### src/rtl/rs232_pkg.sv
// rtl/rs232_pkg.sv - shared constants, FSM state type and sample-point helpers for the RS-232 receiver
package rs232_pkg;

    localparam int PARITY_NONE = 0;
    localparam int PARITY_ODD  = 1;
    localparam int PARITY_EVEN = 2;

    typedef enum logic [2:0] {
        IDLE,
        START,
        DATA,
        PAR,
        STOP,
        BREAK
    } rx_state_t;

    function automatic int clog2(input longint unsigned value);
        int result;
        longint unsigned span;
        result = 0;
        span   = 1;
        while (span < value) begin
            span   = span << 1;
            result = result + 1;
        end
        return result;
    endfunction

    // Centre of bit k measured from the start edge, rounded down once per sample.
    function automatic longint unsigned sample_point(input longint unsigned clock_hz,
                                                     input longint unsigned baud,
                                                     input longint unsigned k);
        return (clock_hz * (2 * k + 1)) / (2 * baud);
    endfunction

endpackage

### src/rtl/rs232_sync2.sv
// rtl/rs232_sync2.sv - two-flop synchroniser for an idle-high asynchronous line
module rs232_sync2 (
    input  logic clock,
    input  logic reset,
    input  logic d,
    output logic q
);

    logic meta;

    always_ff @(posedge clock or posedge reset) begin
        if (reset) begin
            meta <= 1'b1;
            q    <= 1'b1;
        end else begin
            meta <= d;
            q    <= meta;
        end
    end

endmodule

### src/rtl/rs232_rx_framed.sv
// rtl/rs232_rx_framed.sv - framed RS-232 receiver with holding register; parity checking enabled by RS232_RX_PARITY_EN
module rs232_rx_framed
    import rs232_pkg::*;
#(
    parameter int CLOCK_FREQ = 133000000,
    parameter int BAUD_RATE  = 115200,
    parameter int DATA_BITS  = 8,
    parameter int STOP_BITS  = 1,
    parameter int PARITY     = 0
) (
    input  logic                 clock,
    input  logic                 reset,
    input  logic                 rs232_txd,
    output logic                 rs232_cts_n,
    output logic [DATA_BITS-1:0] data,
    output logic                 valid,
    input  logic                 ready,
    output logic                 framing_error,
    output logic                 parity_error,
    output logic                 overrun
);

`ifdef RS232_RX_PARITY_EN
    localparam int PAR_EN = (PARITY != PARITY_NONE) ? 1 : 0;
`else
    // No parity bit is ever expected in this build, whatever PARITY says.
    localparam int PAR_EN = 0 * PARITY;
`endif
    localparam int NUM_SAMPLES = 1 + DATA_BITS + PAR_EN + STOP_BITS;
    localparam longint unsigned LAST_PT =
        sample_point(64'(CLOCK_FREQ), 64'(BAUD_RATE), 64'(NUM_SAMPLES - 1));
    localparam int CW = (clog2(LAST_PT + 1) < 1) ? 1 : clog2(LAST_PT + 1);

    logic                 rxs;
    logic                 rx_prev;
    rx_state_t            state;
    logic [CW-1:0]        cnt;
    logic [3:0]           idx;
    logic [DATA_BITS-1:0] shreg;
    logic                 ferr_acc;
    logic                 perr_acc;
    logic [CW-1:0]        pts [0:15];
    logic                 hit;
    logic                 last_stop;

    rs232_sync2 u_sync (
        .clock (clock),
        .reset (reset),
        .d     (rs232_txd),
        .q     (rxs)
    );

    for (genvar i = 0; i < 16; i++) begin : g_pts
        assign pts[i] = CW'(sample_point(64'(CLOCK_FREQ), 64'(BAUD_RATE), 64'(i)));
    end

    assign hit         = (cnt == pts[idx]);
    assign last_stop   = (state == STOP) && hit && (idx == 4'(NUM_SAMPLES - 1));
    assign rs232_cts_n = valid;

`ifdef RS232_RX_PARITY_EN
    logic par_exp;
    assign par_exp = (PARITY == PARITY_ODD) ? ~^shreg : ^shreg;

    always_ff @(posedge clock or posedge reset) begin
        if (reset) begin
            perr_acc     <= 1'b0;
            parity_error <= 1'b0;
        end else begin
            if (state == IDLE)
                perr_acc <= 1'b0;
            else if (state == PAR && hit)
                perr_acc <= rxs ^ par_exp;
            if (last_stop && (!valid || ready))
                parity_error <= perr_acc;
        end
    end
`else
    assign perr_acc     = 1'b0;
    assign parity_error = 1'b0;
`endif

    always_ff @(posedge clock or posedge reset) begin
        if (reset) begin
            state         <= IDLE;
            cnt           <= '0;
            idx           <= '0;
            shreg         <= '0;
            ferr_acc      <= 1'b0;
            rx_prev       <= 1'b1;
            data          <= '0;
            valid         <= 1'b0;
            framing_error <= 1'b0;
            overrun       <= 1'b0;
        end else begin
            rx_prev <= rxs;
            overrun <= 1'b0;
            // One free-running count per frame keeps rounding error from accumulating.
            if (state inside {START, DATA, PAR, STOP}) begin
                cnt <= cnt + CW'(1);
                if (hit)
                    idx <= idx + 4'd1;
            end
            case (state)
                IDLE: if (rx_prev && !rxs) begin
                    state    <= START;
                    cnt      <= '0;
                    idx      <= '0;
                    ferr_acc <= 1'b0;
                end
                START: if (hit)
                    state <= rxs ? IDLE : DATA;
                DATA: if (hit) begin
                    shreg <= {rxs, shreg[DATA_BITS-1:1]};
                    if (idx == 4'(DATA_BITS)) begin
                        if (PAR_EN != 0)
                            state <= PAR;
                        else
                            state <= STOP;
                    end
                end
                PAR: if (hit)
                    state <= STOP;
                STOP: if (hit) begin
                    if (!rxs)
                        ferr_acc <= 1'b1;
                    if (idx == 4'(NUM_SAMPLES - 1))
                        state <= (ferr_acc || !rxs) ? BREAK : IDLE;
                end
                BREAK: if (rxs)
                    state <= IDLE;
                default: state <= IDLE;
            endcase

            // A full, unacknowledged holding register drops the new frame.
            if (last_stop) begin
                if (!valid || ready) begin
                    data          <= shreg;
                    framing_error <= ferr_acc | ~rxs;
                    valid         <= 1'b1;
                end else begin
                    overrun <= 1'b1;
                end
            end else if (valid && ready) begin
                valid <= 1'b0;
            end
        end
    end

endmodule
### config.mk
export PLATFORM = sky130hd
export DESIGN_NAME = rs232_rx_framed
export DESIGN_NICKNAME = d
export VERILOG_FILES = /design/src/rtl/rs232_pkg.sv /design/src/rtl/rs232_sync2.sv /design/src/rtl/rs232_rx_framed.sv
export SDC_FILE = /design/constraint.sdc
export NUM_CORES = 1
export LEC_CHECK = 0
export BUFFER_PORTS_ARGS = -buffer_cell sky130_fd_sc_hd__buf_2
export CORE_MARGIN = 1
export CORE_UTILIZATION = 46
export CTS_BUF_LIST = sky130_fd_sc_hd__clkbuf_4
export DETAILED_ROUTE_END_ITERATION = 10
export SYNTH_ARGS = -nofsm -noshare
export SYNTH_HDL_FRONTEND = slang
export SYNTH_SLANG_ARGS = --single-unit
### constraint.sdc
create_clock -name clock -period 3.4 [get_ports clock]
set_clock_uncertainty 0.1 [all_clocks]
set_input_delay 0.17 -clock clock [delete_from_list [all_inputs] [get_ports clock]]
set_output_delay 0.17 -clock clock [all_outputs]
set_load 0.005 [all_outputs]
* After elaboration in Yosys (flattened, before gate mapping)
Memory sizes are Yosys's and may differ from the RTL's.
Index checks and enable logic that the tools add are counted.
** Operators by class
- Reduce and logical (&&, ||, !) cells :: 17
- Multiplexer cells :: 29
- Order comparisons :: 1
- Shift operators :: 0
- Bitwise logic cells :: 3
- Equality and inequality tests :: 18
- Multiply operators :: 0
- Div/mod/pow operators :: 0
- Add/sub/neg operators :: 2
** Operators with widths (count)
- 14-bit 2-to-1 mux :: 5
- 3-bit 2-to-1 mux :: 9
- 3-bit case mux with 6 select lines :: 1
- 4-bit 2-to-1 mux :: 4
- 14-bit by 1-bit adder with 14-bit output, second input constant :: 1
- 14-bit == test :: 1
- 2-bit inequality test, second input constant :: 6
- 4-bit == test, second input constant :: 2
- 1-bit 2-to-1 mux :: 8
- 2-bit by 1-bit inequality test with 1-bit output, second input constant :: 4
- 8-bit AND reduction :: 1
- 3-bit by 2-bit == test with 1-bit output, second input constant :: 2
- 3-bit == test, second input constant :: 2
- 2-bit AND reduction :: 3
- 5-bit >= comparator, second input constant :: 1
- 4-bit NOT with 5-bit output :: 1
- 4-bit by 1-bit adder with 4-bit output, second input constant :: 1
- 1-bit logical AND :: 4
- 4-bit AND reduction :: 1
- 2-bit nonzero test :: 2
- 4-bit nonzero test :: 1
- 3-bit by 1-bit == test with 1-bit output, second input constant :: 1
- 3-bit logical NOT :: 1
- 1-bit logical NOT :: 2
- 5 further kinds :: 6
** Storage, ports and cells
- Memories :: 1
- Input bits :: 4
- Output and inout bits :: 13
- Word-level logic and storage cells :: 83
- Latch bits :: 0
- Register bits after elaboration :: 44
- ROM bits :: 224
- Memory bits (writable) :: 0
** Memory list
- (no name shown) :: depth 16, bits a word 14, read ports 1, clocked after Yosys merged registers in 0, write ports 0, RTL line rs232_rx_framed.sv:57 : assign hit = (cnt == pts[idx]);

* Depth between registers and ports, before layout
Gate-level depths: netlist (run 1).
- Word-level depth :: 9
- Mapped depth :: 10
- Mapped depth without buffers :: 9

* Cells and area by module
From an unflattened synthesis (run 1), not the netlist that was laid out.
** Unflattened totals
- Cells, all modules :: 251
- Area, all modules :: 2560.0 um2
** Modules (own cells, without submodules)
- rs232_rx_framed :: times used 1, cells each 248, area each 2503.7 um2
- rs232_sync2 :: times used 1, cells each 3, area each 56.3 um2

* Worst setup path after synthesis (run 1)
OpenSTA, ideal clock, no wires.
- Kind :: reg-to-reg
- Start :: register idx[1]
- End :: register data[0]
- Arrival :: 2662 ps
- Slack :: 513 ps
- Buffers on the path :: 0
- Clock period less this slack :: 2887 ps
- Data required time :: 3175 ps
- Stages on the path, launching flop included :: 10
- Cell sequence :: dfrtp_1 -> inv_1 -> ha_1 -> xor2_1 -> nor3_1 -> a31oi_1 -> or2_1 -> nor4_4 -> nand4b_4 -> mux2_2
** Between the ends
- Word-level cells in the longest chain between the ends :: 8
** Ends and longest elaborated chain
- start, declared :: RTL line rs232_rx_framed.sv:38 : logic [3:0] idx;
- start signal, assigned :: RTL line rs232_rx_framed.sv:102 : idx <= idx + 4'd1;
- 4-bit NOT with 5-bit output (implied by the code) :: RTL line rs232_rx_framed.sv:57
- memory read 16 x 14 bit
- 14-bit 2-to-1 mux (implied by the code) (2 in series) :: RTL line rs232_rx_framed.sv:57
- 14-bit == test :: RTL line rs232_rx_framed.sv:57
- 1-bit logical AND :: RTL line rs232_rx_framed.sv:58 : assign last_stop = (state == STOP) && hit && (idx == 4'(NUM_SAMPLES - 1));
- 1-bit logical AND * :: RTL line rs232_rx_framed.sv:58
- 2-bit AND reduction (no line) *
- end signal, assigned :: RTL line rs232_rx_framed.sv:138 : data <= shreg;
- end, declared :: RTL line rs232_rx_framed.sv:15 : output logic [DATA_BITS-1:0] data,
Every way passes the cells marked *; elsewhere a longest branch is shown, timed or not. The select of a mux whose other input is x is not followed.
A chain may end at the register's enable or synchronous reset.

* Worst setup path after layout (run 1)
- Start :: register idx[0]
- End :: register data[5]
The elaborated chain is that of the path after synthesis.

==> results of run 1 <==
==> critical path: cells and delay by family (launching register included) <==
kind,cells,cell delay [ns]
DFF,1,0.54
muxes,1,0.34
xor gates and xnor gates,1,0.17
adders and majority gates,1,0.38
AOI/OAI and AO/OA,1,0.06
buffers and inverters,1,0.17
and+or+nand+nor,4,1.14
==> registers in the layout (all words and copies together) (netlist names), 3 cells and up <==
register  flops
data          8
shreg         8
idx           4
state         3
cnt          14
==> cell usage in the layout, fill, tap and decap left out, drive strengths merged, types with 5 or more instances in the layout <==
cell type,count
dfrtp,41
nand2,23
buf,22
nor2,20
mux2,16
xor2,13
o21ai,10
ha,10
xnor2,9
mux2i,9
inv,9
nand3,9
nand4,8
a21oi,6
nand2b,5
clkbuf,5
==> per-stage QoR <==
step	area [sq um]	hold WS, ns
floorplan	2480	0.0745
global placement	2650	0.175
detailed placement	2650	0.176
CTS	2750	0.0627
global route	2750	0.0752
finish	2750	0.0792
==> worst max path at each step <==
stage	endpoint	slack, ns	cells after the start
3_3_place_gp	data[4]$_DFFE_PP0P_	0.49	9
6_report	data[5]$_DFFE_PP0P_	0.40	9
4_1_cts	data[5]$_DFFE_PP0P_	0.39	9
5_1_grt	data[5]$_DFFE_PP0P_	0.24	9
3_5_place_dp	data[5]$_DFFE_PP0P_	0.42	9
2_1_floorplan	data[0]$_DFFE_PP0P_	0.51	9
==> cell type report <==
class	count	area share, %
clock buffer	5	1.37
clock inverter	3	1.55
inverter	9	1.23
multi-input combinational	179	47.1
sequential	44	40.2
tap	70	3.19
timing repair buffer	24	5.38
==> report_power, final <==
group | switching (uW) | internal [uW] | leakage (uW)
registers | 69.3 | 563 | 0.000586
logic | 139 | 111 | 0.000664
clock network | 179 | 154 | 0.0000428
total | 387 | 829 | 0.00129
==> cells by family (layout without fill, tap and decap cells) <==
family	Yosys count	in the layout	synth area share (%)
simple gates	89	89	19.6
flops	44	44	44.5
compound gates	32	32	8.37
mux	25	25	10.9
xor+xnor	22	22	7.76
buf+inv	19	41	3.68
fa+ha+maj	10	10	5.04
other cells	1	1	0.151
==> routing by layer <==
| layer | routed length [um] | track usage (%) |
|---|---|---|
| met2 | 2070 | 28.1 |
| met1 | 2380 | 26.4 |
| met3 | 204 | 4.23 |
| met5 | 0 | 0 |
| met4 | 83 | 6.38 |
==> results.sh, run 1 <==
export IMPL_synth_seq_area_share_pct=44.5
export IMPL_status="finished clean"
export IMPL_die_x_um=75.5
export IMPL_place_ws_ns=0.417
export IMPL_gp_congestion=0.817
export IMPL_holdBufCountCts=2
export IMPL_p_leak_uw=0.00129
export IMPL_drive_gt1_share_pct=21.6
export IMPL_num_antenna_cells=0
export IMPL_die_h_um=75.5
export IMPL_final_cells=334
export IMPL_fmax_mhz=333
export IMPL_portBuffers=15
export IMPL_fin_tns_setup_ns=0
export IMPL_power_density_nw_per_um2=443
export IMPL_power_uw=1220
export IMPL_finalSetupViolations=0
export IMPL_cts_resized=0
export IMPL_synth_top_area_share_pct=41.3
export IMPL_wl_per_cell_um=14.2
export IMPL_drt_iter0_drc=121
export IMPL_critPathMaxStageDelay_ns=0.54
export IMPL_hold_depth=3
export IMPL_worstMarginPinSlew_ns=0.910
export IMPL_min_period_over_period_pct=88.3
export IMPL_regArea_sq_um=1100
export IMPL_worstPathRequired_ns=3.56
export IMPL_synth_edff_count=0
export IMPL_root_buffer="clkbuf_4"
export IMPL_dp_cells=324
export IMPL_synth_nets=256
export IMPL_crit_path_start_kind="register"
export IMPL_first_global_vias=1621
export IMPL_worstHoldPathType="primary input to register"
export IMPL_grt_pass1_wl_um=7900
export IMPL_cp_max_fo=9
export IMPL_cap_viol_max_count=0
export IMPL_via_count=1792
export IMPL_crit_type="register to register"
export IMPL_synth_most_common_cell="dfrtp_1"
export IMPL_drt_wl_total_um=4740
export IMPL_multi_input_area_sq_um=1290
export IMPL_die_area_sq_um=5690
export IMPL_synth_top_area_cell="dfrtp_1"
export IMPL_yosys_warnings=0
export IMPL_drc_errors=0
export IMPL_fill_cells=504
export IMPL_whs_endpoint="overrun$_DFF_PP0_"
export IMPL_fin_util_pct=53.4
export IMPL_synth_common_cells="41 x dfrtp_1, 23 x nand2_1, 20 x nor2_1, 16 x mux2_2, 13 x xor2_1"
export IMPL_antenna_found_initial=0
export IMPL_drv_slew=0
export IMPL_drt_antenna_violating_nets=0
export IMPL_r2r_end="data[5]$_DFFE_PP0P_"
export IMPL_cp_end_kind="register"
export IMPL_syn_area_per_cell_sq_um=10.3
export IMPL_insertion_delay_ns=0.36
export IMPL_io_pins=17
export IMPL_max_slew_margin_rel_pct=39.3
export IMPL_ys_flop_type="dfrtp_1"
export IMPL_grt_usage_pct=18.6
export IMPL_core_sq_um=5140
export IMPL_clk_pin_slew_ns=0.14
export IMPL_cts_buffer_depth=2
export IMPL_async_flop_share_pct=100
export IMPL_synth_top_cells_by_area="dfrtp_1 41%, mux2_2 7.3%, ha_1 5.0%"
export IMPL_cts_setup_buffers=0
export IMPL_cts_tree="done"
export IMPL_hold_viol=0
export IMPL_htree_levels=2
export IMPL_ff2ff_path_depth=9
export IMPL_syn_cell_area_sq_um=2480
export IMPL_numCtsBuffers=5
export IMPL_grt_max_degree=45
export IMPL_worstPathArrival_ns=3.16
export IMPL_grt_setup_unrepaired="no"
export IMPL_syn_inst=242
export IMPL_dp_hpwl_um=3370
export IMPL_final_nets=277
export IMPL_clkSinkCount=44
export IMPL_via_per_inst=5.37
export IMPL_cp_startpoint="idx[0]$_DFF_PP0_"
export IMPL_row_count=26
export IMPL_layout_min_cycle_time_ns=3.00
export IMPL_ys_ff_latch=44
export IMPL_min_delay_start="ready"
export IMPL_synth_distinct_cells=42
export IMPL_crit_chain="inv_1, ha_1, xor2_1, nor3_1, a31oi_1, or2_1, nor4_4, nand4b_4, mux2_2"
export IMPL_r2r_start="idx[0]$_DFF_PP0_"
export IMPL_drt_pre_antenna_iters=4
export IMPL_start_util_pct=48.3
export IMPL_overflow=0
export IMPL_r2r_setup_slack_ns=0.40
export IMPL_irDropWorstVdd_mv=0.343
export IMPL_crit_path_top_delay_cell="dfrtp_1"
export IMPL_area_growth_syn_to_layout_pct=10.6
export IMPL_setup_ws_ns=0.399
Note: power is estimated with default switching activity, not from simulation.
==> inputs of run 2 (changes only) <==
- CTS_BUF_LIST: sky130_fd_sc_hd__clkbuf_4 -> sky130_fd_sc_hd__clkbuf_8
==> results.sh, run 2 (synthesis results as in run 1) <==
export IMPL_power_switching_uw=396
export IMPL_via_count=1788
export IMPL_worstMarginPinSlew_ns=0.904
export IMPL_portBuffers=15
export IMPL_drive_gt1_share_pct=22.0
export IMPL_setup_ws_ns=0.410
export IMPL_clk_pin_slew_ns=0.09
export IMPL_grt_max_degree=45
export IMPL_worstHoldPathType="primary input to register"
export IMPL_dp_cells=324
export IMPL_pwr_share_clk_pct=32.5
export IMPL_first_global_vias=1621
export IMPL_p_seq_share_pct=48.3
export IMPL_num_antenna_cells=0
export IMPL_cp_end_kind="register"
export IMPL_top_regs="cnt x14, data x8, shreg x8"
export IMPL_drt_pre_antenna_iters=4
export IMPL_insertion_delay_ns=0.30
export IMPL_swShare_pct=30.2
export IMPL_power_density_nw_per_um2=470
export IMPL_htree_levels=2
export IMPL_area_growth_syn_to_layout_pct=12.3
export IMPL_antenna_found_initial=0
export IMPL_row_count=26
export IMPL_irDropWorstVdd_mv=0.387
export IMPL_wl_per_cell_um=14.0
export IMPL_start_util_pct=48.3
export IMPL_dp_hpwl_um=3370
export IMPL_final_nets=277
export IMPL_layout_common_cells="41 x dfrtp_1, 23 x nand2_1, 20 x nor2_1"
export IMPL_hold_viol=0
export IMPL_die_x_um=75.5
export IMPL_drv_slew=0
export IMPL_core_sq_um=5140
export IMPL_layout_min_cycle_time_ns=2.99
export IMPL_final_common_cell="dfrtp_1"
export IMPL_cts_setup_buffers=0
export IMPL_min_period_over_period_pct=88.0
export IMPL_fin_util_pct=54.2
export IMPL_holdBufCountCts=2
export IMPL_via_per_inst=5.35
export IMPL_cts_buffer_depth=2
export IMPL_die_h_um=75.5
export IMPL_crit_path_start_kind="register"
export IMPL_cts_resized=0
export IMPL_final_cells=334
export IMPL_grt_setup_unrepaired="no"
export IMPL_overflow=0
export IMPL_status="finished clean"
export IMPL_place_ws_ns=0.417
export IMPL_fin_tns_setup_ns=0
export IMPL_pwr_share_comb_pct=19.2
export IMPL_max_slew_margin_rel_pct=39.7
export IMPL_p_int_uw=915
export IMPL_crit_path_top_delay_cell="dfrtp_1"
export IMPL_largest_reg_flops=14
export IMPL_clkSinkCount=44
export IMPL_crit_chain="inv_1, ha_1, xor2_1, nor3_1, a31oi_1, or2_1, nor4_4, nand4b_4, mux2_2"
export IMPL_grt_usage_pct=18.6
export IMPL_crit_type="register to register"
export IMPL_worstPathArrival_ns=3.08
export IMPL_power_uw=1310
export IMPL_top_register="cnt"
export IMPL_drt_wl_total_um=4680
export IMPL_gp_congestion=0.817
export IMPL_p_leak_uw=0.00131
export IMPL_worstPathRequired_ns=3.48
export IMPL_numCtsBuffers=5
export IMPL_grt_pass1_wl_um=7920
export IMPL_finalSetupViolations=0
export IMPL_cap_viol_max_count=0
export IMPL_root_buffer="clkbuf_8"
export IMPL_cp_max_fo=9
export IMPL_fmax_mhz=334
export IMPL_fill_cells=501
export IMPL_die_area_sq_um=5690
export IMPL_drt_iter0_drc=102
export IMPL_drt_antenna_violating_nets=0
export IMPL_drc_errors=0
export IMPL_cts_tree="done"
export IMPL_io_pins=17
export IMPL_critPathMaxStageDelay_ns=0.52
-- run 2: power by group through the flow --
stage               Clock [uW]  Sequential (uW)  Combinational (uW)
finish                     427              633                 252
global route               461              644                 281
floorplan                    0              607                 216
CTS                        439              632                 252
global placement             0              642                 244
detailed placement           0              642                 249
-- run 2: layout make-up --
class                           instances  area [sq um]  share of cell area [%]
Timing Repair Buffer                   24           148                    5.30
Clock inverter                          2          38.8                    1.39
Tap cell                               70          87.6                    3.14
Sequential cell                        44          1100                    39.6
Clock buffer                            6          82.6                    2.96
Multi-Input combinational cell        179          1290                    46.4
Inverter                                9          33.8                    1.21
-- run 2: final timing paths --
check | start | endpoint | slack (ns) | cells after the start
worst min register to register | u_sync.meta$_DFF_PP1_ | u_sync.q$_DFF_PP1_ | 0.27 | 0
max in group asynchronous | reset | data[1]$_DFFE_PP0P_ | 2.13 | 3
worst min-delay path | ready | overrun$_DFF_PP0_ | 0.15 | 3
min in group asynchronous | reset | shreg[7]$_DFFE_PP0P_ | 0.51 | 3
worst max register to register | idx[0]$_DFF_PP0_ | data[5]$_DFFE_PP0P_ | 0.41 | 9
worst max-delay path | idx[0]$_DFF_PP0_ | data[5]$_DFFE_PP0P_ | 0.41 | 9
-- run 2: metrics by stage --
| step | instance area (sq um) | hold WS, ns |
|---|---|---|
| after floorplan | 2480 | 0.0745 |
| after global placement | 2650 | 0.175 |
| after detailed placement | 2650 | 0.176 |
| after CTS | 2790 | 0.138 |
| after global routing | 2790 | 0.163 |
| final | 2790 | 0.153 |
-- run 2: worst max-delay path: cells and delay by family, from the launching register on --
family                   cells  cell delay, ns
AO/OA/AOI/OAI                1            0.06
buffers and inverters        1            0.17
flip-flops                   1            0.52
XOR/XNOR                     1            0.17
multiplexers                 1            0.34
adder cells (fa/ha/maj)      1            0.38
AND/OR/NAND/NOR              4            1.14
-- run 2: per-layer routing --
layer | track usage (%) | vias to the layer above | part of all wire, %
met1 | 26.6 | 842 | 50
met3 | 4.23 | 6 | 4.5
li1 | - | 891 | -
met4 | 5.76 | 0 | 1.3
met5 | 0 | - | 0
met2 | 28.1 | 49 | 44
